### src/rtl/avg_rr_sched.sv
// avg_rr_sched: four-channel block averager sharing one adder via round-robin.
// Each channel accumulates 2^AVE_W samples, then emits floor(sum >> AVE_W)
// tagged with its channel index through one shared valid/ready output register.
// Ports:
//   clk, rst            clock, synchronous active-high reset
//   flush               clears all channel sums/counters (output untouched)
//   in_data0..3         channel samples
//   in_valid0..3        channel sample valid
//   in_ready0..3        channel grant (sample accepted this cycle)
//   out_data, out_ch    averaged result and its channel index
//   out_valid           result valid
//   out_ready           downstream accepts result
module avg_rr_sched #(
  parameter int unsigned DATA_W = 32,
  parameter int unsigned AVE_W  = 3
) (
  input  logic              clk,
  input  logic              rst,
  input  logic              flush,
  input  logic [DATA_W-1:0] in_data0,
  input  logic [DATA_W-1:0] in_data1,
  input  logic [DATA_W-1:0] in_data2,
  input  logic [DATA_W-1:0] in_data3,
  input  logic              in_valid0,
  input  logic              in_valid1,
  input  logic              in_valid2,
  input  logic              in_valid3,
  output logic              in_ready0,
  output logic              in_ready1,
  output logic              in_ready2,
  output logic              in_ready3,
  output logic [DATA_W-1:0] out_data,
  output logic [1:0]        out_ch,
  output logic              out_valid,
  input  logic              out_ready
);

  localparam int unsigned NCH   = 4;
  localparam int unsigned SUM_W = DATA_W + AVE_W;

  logic [DATA_W-1:0] w_in_data [NCH];
  logic [NCH-1:0]    w_in_valid;

  logic [SUM_W-1:0]  r_sum [NCH];
  logic [AVE_W-1:0]  r_cnt [NCH];
  logic [1:0]        r_rr_ptr;
  logic [DATA_W-1:0] r_out_data;
  logic [1:0]        r_out_ch;
  logic              r_out_valid;

  logic              w_out_free;
  logic [NCH-1:0]    w_elig;
  logic [NCH-1:0]    w_grant;
  logic              w_any;
  logic [1:0]        w_gidx;
  logic [1:0]        w_scan;
  logic              w_last;
  logic [SUM_W-1:0]  w_sum_next;

  assign w_in_data[0] = in_data0;
  assign w_in_data[1] = in_data1;
  assign w_in_data[2] = in_data2;
  assign w_in_data[3] = in_data3;
  assign w_in_valid   = {in_valid3, in_valid2, in_valid1, in_valid0};

  // Output slot can take a new result if empty or being drained this cycle.
  assign w_out_free = !r_out_valid || out_ready;

  // A channel on its final sample may only go when the result can be stored.
  always_comb begin : eligibility
    w_elig = '0;
    for (int k = 0; k < NCH; k++) begin
      w_elig[k] = w_in_valid[k] && !rst && !flush &&
                  ((r_cnt[k] != '1) || w_out_free);
    end
  end

  // Round-robin: first eligible channel starting at r_rr_ptr wins.
  always_comb begin : arbiter
    w_grant = '0;
    w_gidx  = r_rr_ptr;
    w_any   = 1'b0;
    w_scan  = '0;
    for (int i = 0; i < NCH; i++) begin
      w_scan = r_rr_ptr + 2'(i);
      if (!w_any && w_elig[w_scan]) begin
        w_grant[w_scan] = 1'b1;
        w_gidx          = w_scan;
        w_any           = 1'b1;
      end
    end
  end

  // Single shared adder, steered to the granted channel.
  assign w_sum_next = r_sum[w_gidx] + SUM_W'(w_in_data[w_gidx]);
  assign w_last     = (r_cnt[w_gidx] == '1);

  assign in_ready0 = w_grant[0];
  assign in_ready1 = w_grant[1];
  assign in_ready2 = w_grant[2];
  assign in_ready3 = w_grant[3];

  // Accumulators, arbitration pointer and output register.
  always_ff @(posedge clk) begin
    if (rst) begin
      for (int k = 0; k < NCH; k++) begin
        r_sum[k] <= '0;
        r_cnt[k] <= '0;
      end
      r_rr_ptr    <= '0;
      r_out_data  <= '0;
      r_out_ch    <= '0;
      r_out_valid <= 1'b0;
    end else begin
      if (flush) begin
        for (int k = 0; k < NCH; k++) begin
          r_sum[k] <= '0;
          r_cnt[k] <= '0;
        end
      end else if (w_any) begin
        r_rr_ptr <= w_gidx + 2'd1;
        if (w_last) begin
          r_sum[w_gidx] <= '0;
          r_cnt[w_gidx] <= '0;
        end else begin
          r_sum[w_gidx] <= w_sum_next;
          r_cnt[w_gidx] <= r_cnt[w_gidx] + AVE_W'(1);
        end
      end

      // Completion loads even while the previous result is being accepted.
      if (w_any && w_last) begin
        r_out_data  <= DATA_W'(w_sum_next >> AVE_W);
        r_out_ch    <= w_gidx;
        r_out_valid <= 1'b1;
      end else if (out_ready) begin
        r_out_valid <= 1'b0;
      end
    end
  end

  assign out_data  = r_out_data;
  assign out_ch    = r_out_ch;
  assign out_valid = r_out_valid;

endmodule

### config.mk
export PLATFORM = sky130hd
export DESIGN_NAME = avg_rr_sched
export DESIGN_NICKNAME = d
export VERILOG_FILES = /design/src/rtl/avg_rr_sched.sv
export SDC_FILE = /design/constraint.sdc
export NUM_CORES = 1
export LEC_CHECK = 0
export CORE_MARGIN = 10
export CORE_UTILIZATION = 30
export CTS_BUF_LIST = sky130_fd_sc_hd__clkbuf_16
export DETAILED_ROUTE_END_ITERATION = 12
export GPL_TIMING_DRIVEN = 1
export SLEW_MARGIN = 10
export SYNTH_ARGS = -nofsm -noshare
export SYNTH_HDL_FRONTEND = slang
export SYNTH_SLANG_ARGS = --single-unit
### constraint.sdc
create_clock -name clk -period 13.4 [get_ports clk]
set_clock_uncertainty 0.2 [all_clocks]
set_input_delay 1.34 -clock clk [delete_from_list [all_inputs] [get_ports clk]]
set_output_delay 1.34 -clock clk [all_outputs]
set_load 0.01 [all_outputs]
==> key figures, run 1 <==
Layout
  – Most frequent cells in the layout: 173 x clkdlybuf4s50_1, 159 x nor2_1, 152 x edfxtp_1, 129 x a21oi_1, 102 x nand2_1
  – Filler instances: 3584
  – Final Instance Area: 13800 um^2
  – P&R area growth vs syn: 24.7%
  – Ant. Diodes: 0
  – Commonest non-fill, non-tap cell in the layout: clkdlybuf4s50_1
  – Final #Nets: 1439
  – Layout cells sized above 1: 5.18%

Yosys
  – Net count after synthesis: 1307
  – Cell variety after synth: 59
  – Area contributors post-synth: edfxtp_1 41%, mux2i_1 6.8%, dfxtp_1 6.7%
  – Mapped Cells: 1128
  – Post-synth EDFFs: 152
  – Synthesized area: 11100 um^2
  – Largest area contributor in the netlist: edfxtp_1
  – Flops & latches, synth: 189
  – Yosys top cell area share: 41.3%
  – Syn Area/Cell: 9.81 um^2
  – Ys flop type: edfxtp_1
  – Ys async rst share: 0%
  – Synthesis Warnings: 0
  – Sequential-to-total area share from yosys stat: 48.0%

Power and ir drop
  – Max VDD drop: 136 uV
  – Comb pwr share: 65.6%
  – Switching share of total power: 49.9%
  – Power Internal: 1.95 mW
  – Clk pwr share: 13.2%
  – Pleak: 5.27 nW
  – Sequential share of power: 21.2%
  – PwrDens: 282 nW/um^2
  – Net switching power: 1.94 mW

Floorplanning
  – Io pins: 175
  – Die width: 212 um
  – CORE AREA: 36500 um^2
  – Die Area: 44900 um^2
  – Initial core utilization: 30.3%
  – FP Rows: 70
  – Die H: 212 um

Clock tree
  – Cts bufs inserted: 17
  – Post-CTS Setup Inserts: 0
  – Latest clock arrival within the worst-skew pair: 0.44 ns
  – CTS tree: done
  – CTS H-tree lvls: 4
  – Root Driver: clkbuf_16
  – Post-CTS Hold Buffers: 0
  – Clock transition at path regs: 0.08 ns
  – Worst-case clock buffer depth: 2
  – Sink Count: 189
  – Post-CTS sizing: 0

Detailed routing
  – Routed WL per cell: 19.4 um
  – DRT Wirelength: 33800 um
  – Via-per-instance ratio: 5.06
  – Antenna viol nets, final: 0
  – Drt initial violations: 698
  – First drt pass iteration count: 5
  – Via count: 8811
  – # DRC: 0

Setup path
  – CP Class: in2reg
  – Setup crit start kind: primary input
  – R2R Path Start: r_rr_ptr[0]$_SDFFE_PP0P_
  – Worst flop-to-flop path endpoint: r_sum[2][33]$_SDFFCE_PN0P_
  – Critical path launch point: rst
  – Crit end category: flop
  – R2R setup slack: 6.40 ns
  – R2R depth: 21
  – Worst-path fanout max: 54
  – CP arrival: 7.95 ns
  – Critical Path RT: 13.35 ns

Worst hold path
  – Worst Hold Launch: out_data[1]$_SDFFE_PP0P_
  – Worst Hold End: out_data[1]$_SDFFE_PP0P_
  – Hold Crit Class: reg2reg
  – Hold path cells: 2

Timing
  – Rel. slew slack: 21.7%
  – Period Utilization, post-route: 59.7%
  – Final hold vios: 0
  – Setup TNS: 0 ns
  – RSZ-0062 raised after global routing: no
  – Max-slew violation count: 0
  – FMAX: 125 MHz
  – Final WS setup: 5.40 ns
  – Minimum clock period: 8.00 ns
  – Final hold slack: 0.261 ns
  – Setup-failing EPs final: 0
  – Least-Margin Pin Slew: 1.17 ns

Placement
  – IO Port Bufs: 174
  – Gpl congestion: 0.861
  – DP Area: 13200 um^2
  – Placed wire-length estimate: 23200 um
  – Dpl ws: 4.90 ns

Job
  – Max Cap Viol: 0

GRT
  – Total Routing Usage GR: 14.9%
  – Initial antenna violation count: 0
  – Overflow after GRT: 0
  – Vias in the first global route: 8828
  – First-pass GRT wire length: 51800 um
  – Pin count of the biggest net entering global routing: 72

Status
  – Status: complete, no violations
cells by family (layout without fill, tap and decap cells):
logic type	count (synthesis)	after routing	synth area share, %
flops	189	189	48.0
mux	80	80	7.32
xor+xnor	31	31	2.45
fa+ha+maj	43	43	4.93
buf+inv	84	229	3.24
compound gates	298	298	17.2
simple gates	403	403	16.9
metal layers:
metal / track usage [%] / share of wire, %
met1: 19.1 / 45
met2: 25.5 / 49
met3: 2.49 / 4.4
met4: 3.84 / 1.5
met5: 0 / 0
cells in the mapped netlist (all sizes together), types with 4 or more instances:
| library cell | count |
|---|---|
| and2 | 83 |
| a21o | 20 |
| a211oi | 68 |
| nand3b | 6 |
| clkbuf | 61 |
| inv | 10 |
| a222oi | 4 |
| xor2 | 8 |
| a21oi | 132 |
| and3 | 7 |
| nor3 | 6 |
| mux2i | 76 |
| ha | 42 |
| nand2b | 6 |
| nand2 | 103 |
| buf | 12 |
| o211a | 4 |
| nor2 | 159 |
| xnor2 | 23 |
| edfxtp | 152 |
| a31oi | 6 |
| nand4 | 7 |
| mux2 | 4 |
| o211ai | 8 |
| o21a | 7 |
| o21ai | 30 |
| nand3 | 18 |
| dfxtp | 37 |
state kept, by name (all words and copies together) (netlist names):
register and count:
out_data 32, out_ch 2, r_sum 140, r_cnt 12, r_rr_ptr 2, out_valid 1
final cells by class:
type | instances | area, um^2 | area share [%]
clock inverter | 13 | 126 | 0.916
multi-input combinational | 855 | 5430 | 39.4
sequential | 189 | 5310 | 38.5
clock buffer | 19 | 475 | 3.45
inverter | 11 | 46.3 | 0.336
tap | 468 | 586 | 4.24
timing repair buffer | 186 | 1830 | 13.2
critical path, stage by stage:
cell      delay [ns]
buf_2           0.62
nor2_1          0.29
a21boi_2        0.28
or3_4           0.40
a21oi_4         0.23
o211a_4         0.44
clkinv_4        0.49
buf_4           0.50
and2_1          0.27
a211oi_1        0.21
a21oi_1         0.08
ha_1            0.39
a21o_1          0.13
a21oi_1         0.08
a21oi_1         0.22
o21ai_0         0.21
a2111o_1        0.52
a211oi_1        0.35
nand3_1         0.13
a221oi_1        0.31
xnor2_1         0.28
nor2_1          0.10
worst max path at each step:
stage | end | slack, ns | depth (start not counted)
finish | r_sum[2][33]$_SDFFCE_PN0P_ | 5.40 | 22
CTS | r_sum[2][33]$_SDFFCE_PN0P_ | 5.35 | 22
global placement | r_sum[2][33]$_SDFFCE_PN0P_ | 5.05 | 22
floorplan | r_sum[0][32]$_SDFFCE_PN0P_ | 7.08 | 26
global route | r_sum[2][33]$_SDFFCE_PN0P_ | 4.93 | 21
detailed placement | r_sum[2][33]$_SDFFCE_PN0P_ | 4.90 | 22
power by group through the flow:
stage	combinational [mW]	sequential (mW)	clock [mW]
global placement	2.51	0.834	0
global route	2.81	0.839	0.543
CTS	2.54	0.825	0.519
detailed placement	2.53	0.838	0
finish	2.56	0.825	0.513
floorplan	1.87	0.829	0
metrics by stage:
step | power, mW | instances | util, %
2_1_floorplan | 2.70 | 1128 | -
3_3_place_gp | 3.34 | 1709 | 36.1
3_5_place_dp | 3.37 | 1709 | 36.1
4_1_cts | 3.89 | 1741 | 37.8
5_1_grt | 4.20 | 1741 | 37.8
6_report | 3.89 | 1741 | 37.8
Note: power is estimated with default switching activity, not from simulation.
==> run 2, diff against run 1 <==
==> constraint.sdc (replaced) <==
create_clock -name clk -period 8.3 [get_ports clk]
set_clock_uncertainty 0.2 [all_clocks]
set_input_delay 0.83 -clock clk [delete_from_list [all_inputs] [get_ports clk]]
set_output_delay 0.83 -clock clk [all_outputs]
set_load 0.01 [all_outputs]
==> key figures, run 2 (synthesized netlist as in run 1, its figures left out) <==
Status
  – Status: complete, no violations

Placement
  – Dpl ws: 0.761 ns
  – Placed wire-length estimate: 22500 um
  – Gpl congestion: 0.869
  – IO Port Bufs: 174

Clock tree
  – Clock transition at path regs: 0.07 ns
  – Root Driver: clkbuf_16
  – Worst-case clock buffer depth: 2
  – Latest clock arrival within the worst-skew pair: 0.43 ns
  – Post-CTS sizing: 0
  – Cts bufs inserted: 17
  – Post-CTS Setup Inserts: 0
  – Sink Count: 189
  – CTS tree: done
  – CTS H-tree lvls: 4
  – Post-CTS Hold Buffers: 0

Detailed routing
  – # DRC: 0
  – First drt pass iteration count: 5
  – Via count: 8863
  – Routed WL per cell: 19.2 um
  – Via-per-instance ratio: 5.08
  – Drt initial violations: 664
  – Antenna viol nets, final: 0
  – DRT Wirelength: 33400 um

Floorplanning
  – Die width: 212 um
  – Initial core utilization: 30.3%
  – Io pins: 175
  – FP Rows: 70
  – Die H: 212 um
  – CORE AREA: 36500 um^2
  – Die Area: 44900 um^2

Timing
  – Final hold slack: 0.258 ns
  – Least-Margin Pin Slew: 1.06 ns
  – Final WS setup: 1.22 ns
  – Final hold vios: 0
  – Period Utilization, post-route: 85.3%
  – Setup TNS: 0 ns
  – Max-slew violation count: 0
  – Minimum clock period: 7.08 ns
  – RSZ-0062 raised after global routing: no
  – Rel. slew slack: 29.3%
  – Setup-failing EPs final: 0
  – FMAX: 141 MHz

Setup path
  – Crit end category: flop
  – Crit path buf inv count: 2
  – Cell Chain, Critical Path: buf_2 > nor2_1 > a21boi_2 > or3_4 > a21oi_4 > o211a_4 > clkinv_4 > and2_0 > a211oi_1 > a21oi_1 > ha_1 > fa_1 > a21o_1 > a21oi_1 > o21ai_0 > a21oi_1 > o21ai_0 > a21oi_1 > o211a_1 > nor3_1 > xnor2_1 > nor2_1
  – Critical Path RT: 8.26 ns
  – Setup crit start kind: primary input
  – CP max stage delay: 0.66 ns
  – CP most frequent cell: a21oi_1
  – CP arrival: 7.04 ns
  – CP Class: in2reg
  – CP top delay family: compound AO/OA/AOI/OAI gates
  – Critical-path top delay cell: buf_2
  – Worst-path fanout max: 56
  – R2R setup slack: 1.76 ns

GRT
  – Vias in the first global route: 8708
  – Pin count of the biggest net entering global routing: 106
  – Total Routing Usage GR: 14.7%
  – First-pass GRT wire length: 51000 um
  – Overflow after GRT: 0
  – Initial antenna violation count: 0

Power and ir drop
  – Pleak: 5.30 nW
  – PwrDens: 455 nW/um^2
  – Max VDD drop: 248 uV
  – Pwr Total: 6.30 mW

Layout
  – Ant. Diodes: 0
  – Layout cells sized above 1: 5.09%
  – Final #Nets: 1443
  – Most frequent cells in the layout: 173 x clkdlybuf4s50_1, 159 x nor2_1, 152 x edfxtp_1, 129 x a21oi_1, 102 x nand2_1
  – Commonest non-fill, non-tap cell in the layout: clkdlybuf4s50_1
  – P&R area growth vs syn: 25.2%
  – Final core occ: 37.9%
  – Biggest register: r_sum
  – Max reg flops: 140

Worst hold path
  – Hold Crit Class: reg2reg

Job
  – Max Cap Viol: 0
[run 2: path summary, 6_finish.rpt]
check / from / to / depth (start not counted)
max: rst / r_sum[2][32]$_SDFFCE_PN0P_ / 22
min: out_data[3]$_SDFFE_PP0P_ / out_data[3]$_SDFFE_PP0P_ / 2
max reg2reg: r_rr_ptr[0]$_SDFFE_PP0P_ / r_sum[2][32]$_SDFFCE_PN0P_ / 21
min reg2reg: out_data[3]$_SDFFE_PP0P_ / out_data[3]$_SDFFE_PP0P_ / 2
[run 2: routing by layer]
metal,up-vias,part of all wire [%],GRT usage [%]
met1,4240,45,19.4
li1,4371,-,-
met2,218,48,24.6
met4,0,2.0,4.64
met3,34,4.9,1.97
met5,-,0,0
[run 2: worst reg2reg max path, cell delays in order, from the launching register on]
cell and delay (ns):
dfxtp_1 0.54, inv_2 0.17, ha_1 0.38, or3_4 0.42
a21oi_4 0.24, o211a_4 0.24, clkinv_4 0.34, and2_0 0.33
a211oi_1 0.22, a21oi_1 0.08, ha_1 0.30, fa_1 0.41
a21o_1 0.17, a21oi_1 0.26, o21ai_0 0.23, a21oi_1 0.41
o21ai_0 0.21, a21oi_1 0.34, o211a_1 0.23, nor3_1 0.09
xnor2_1 0.36, nor2_1 0.09
[run 2: area by class of cell]
class	instances	area (um^2)
Fill cell	3594	22700
Multi-Input combinational cell	855	5420
Sequential cell	189	5310
Timing Repair Buffer	190	1910
Tap cell	468	586
Clock buffer	17	425
Clock inverter	15	155
Inverter	11	46.3
[run 2: through the flow]
step	instance area [um^2]	cells
3_5_place_dp	13300	1713
6_report	13800	1745
2_1_floorplan	11100	1128
3_3_place_gp	13300	1713
5_1_grt	13800	1745
4_1_cts	13800	1745
[run 2: report_power, final]
part	internal (mW)	leakage, nW	switching (mW)
clock	0.469	0.291	0.355
sequential	1.27	2.00	0.0616
combinational	1.47	3.01	2.66
total	3.22	5.30	3.08
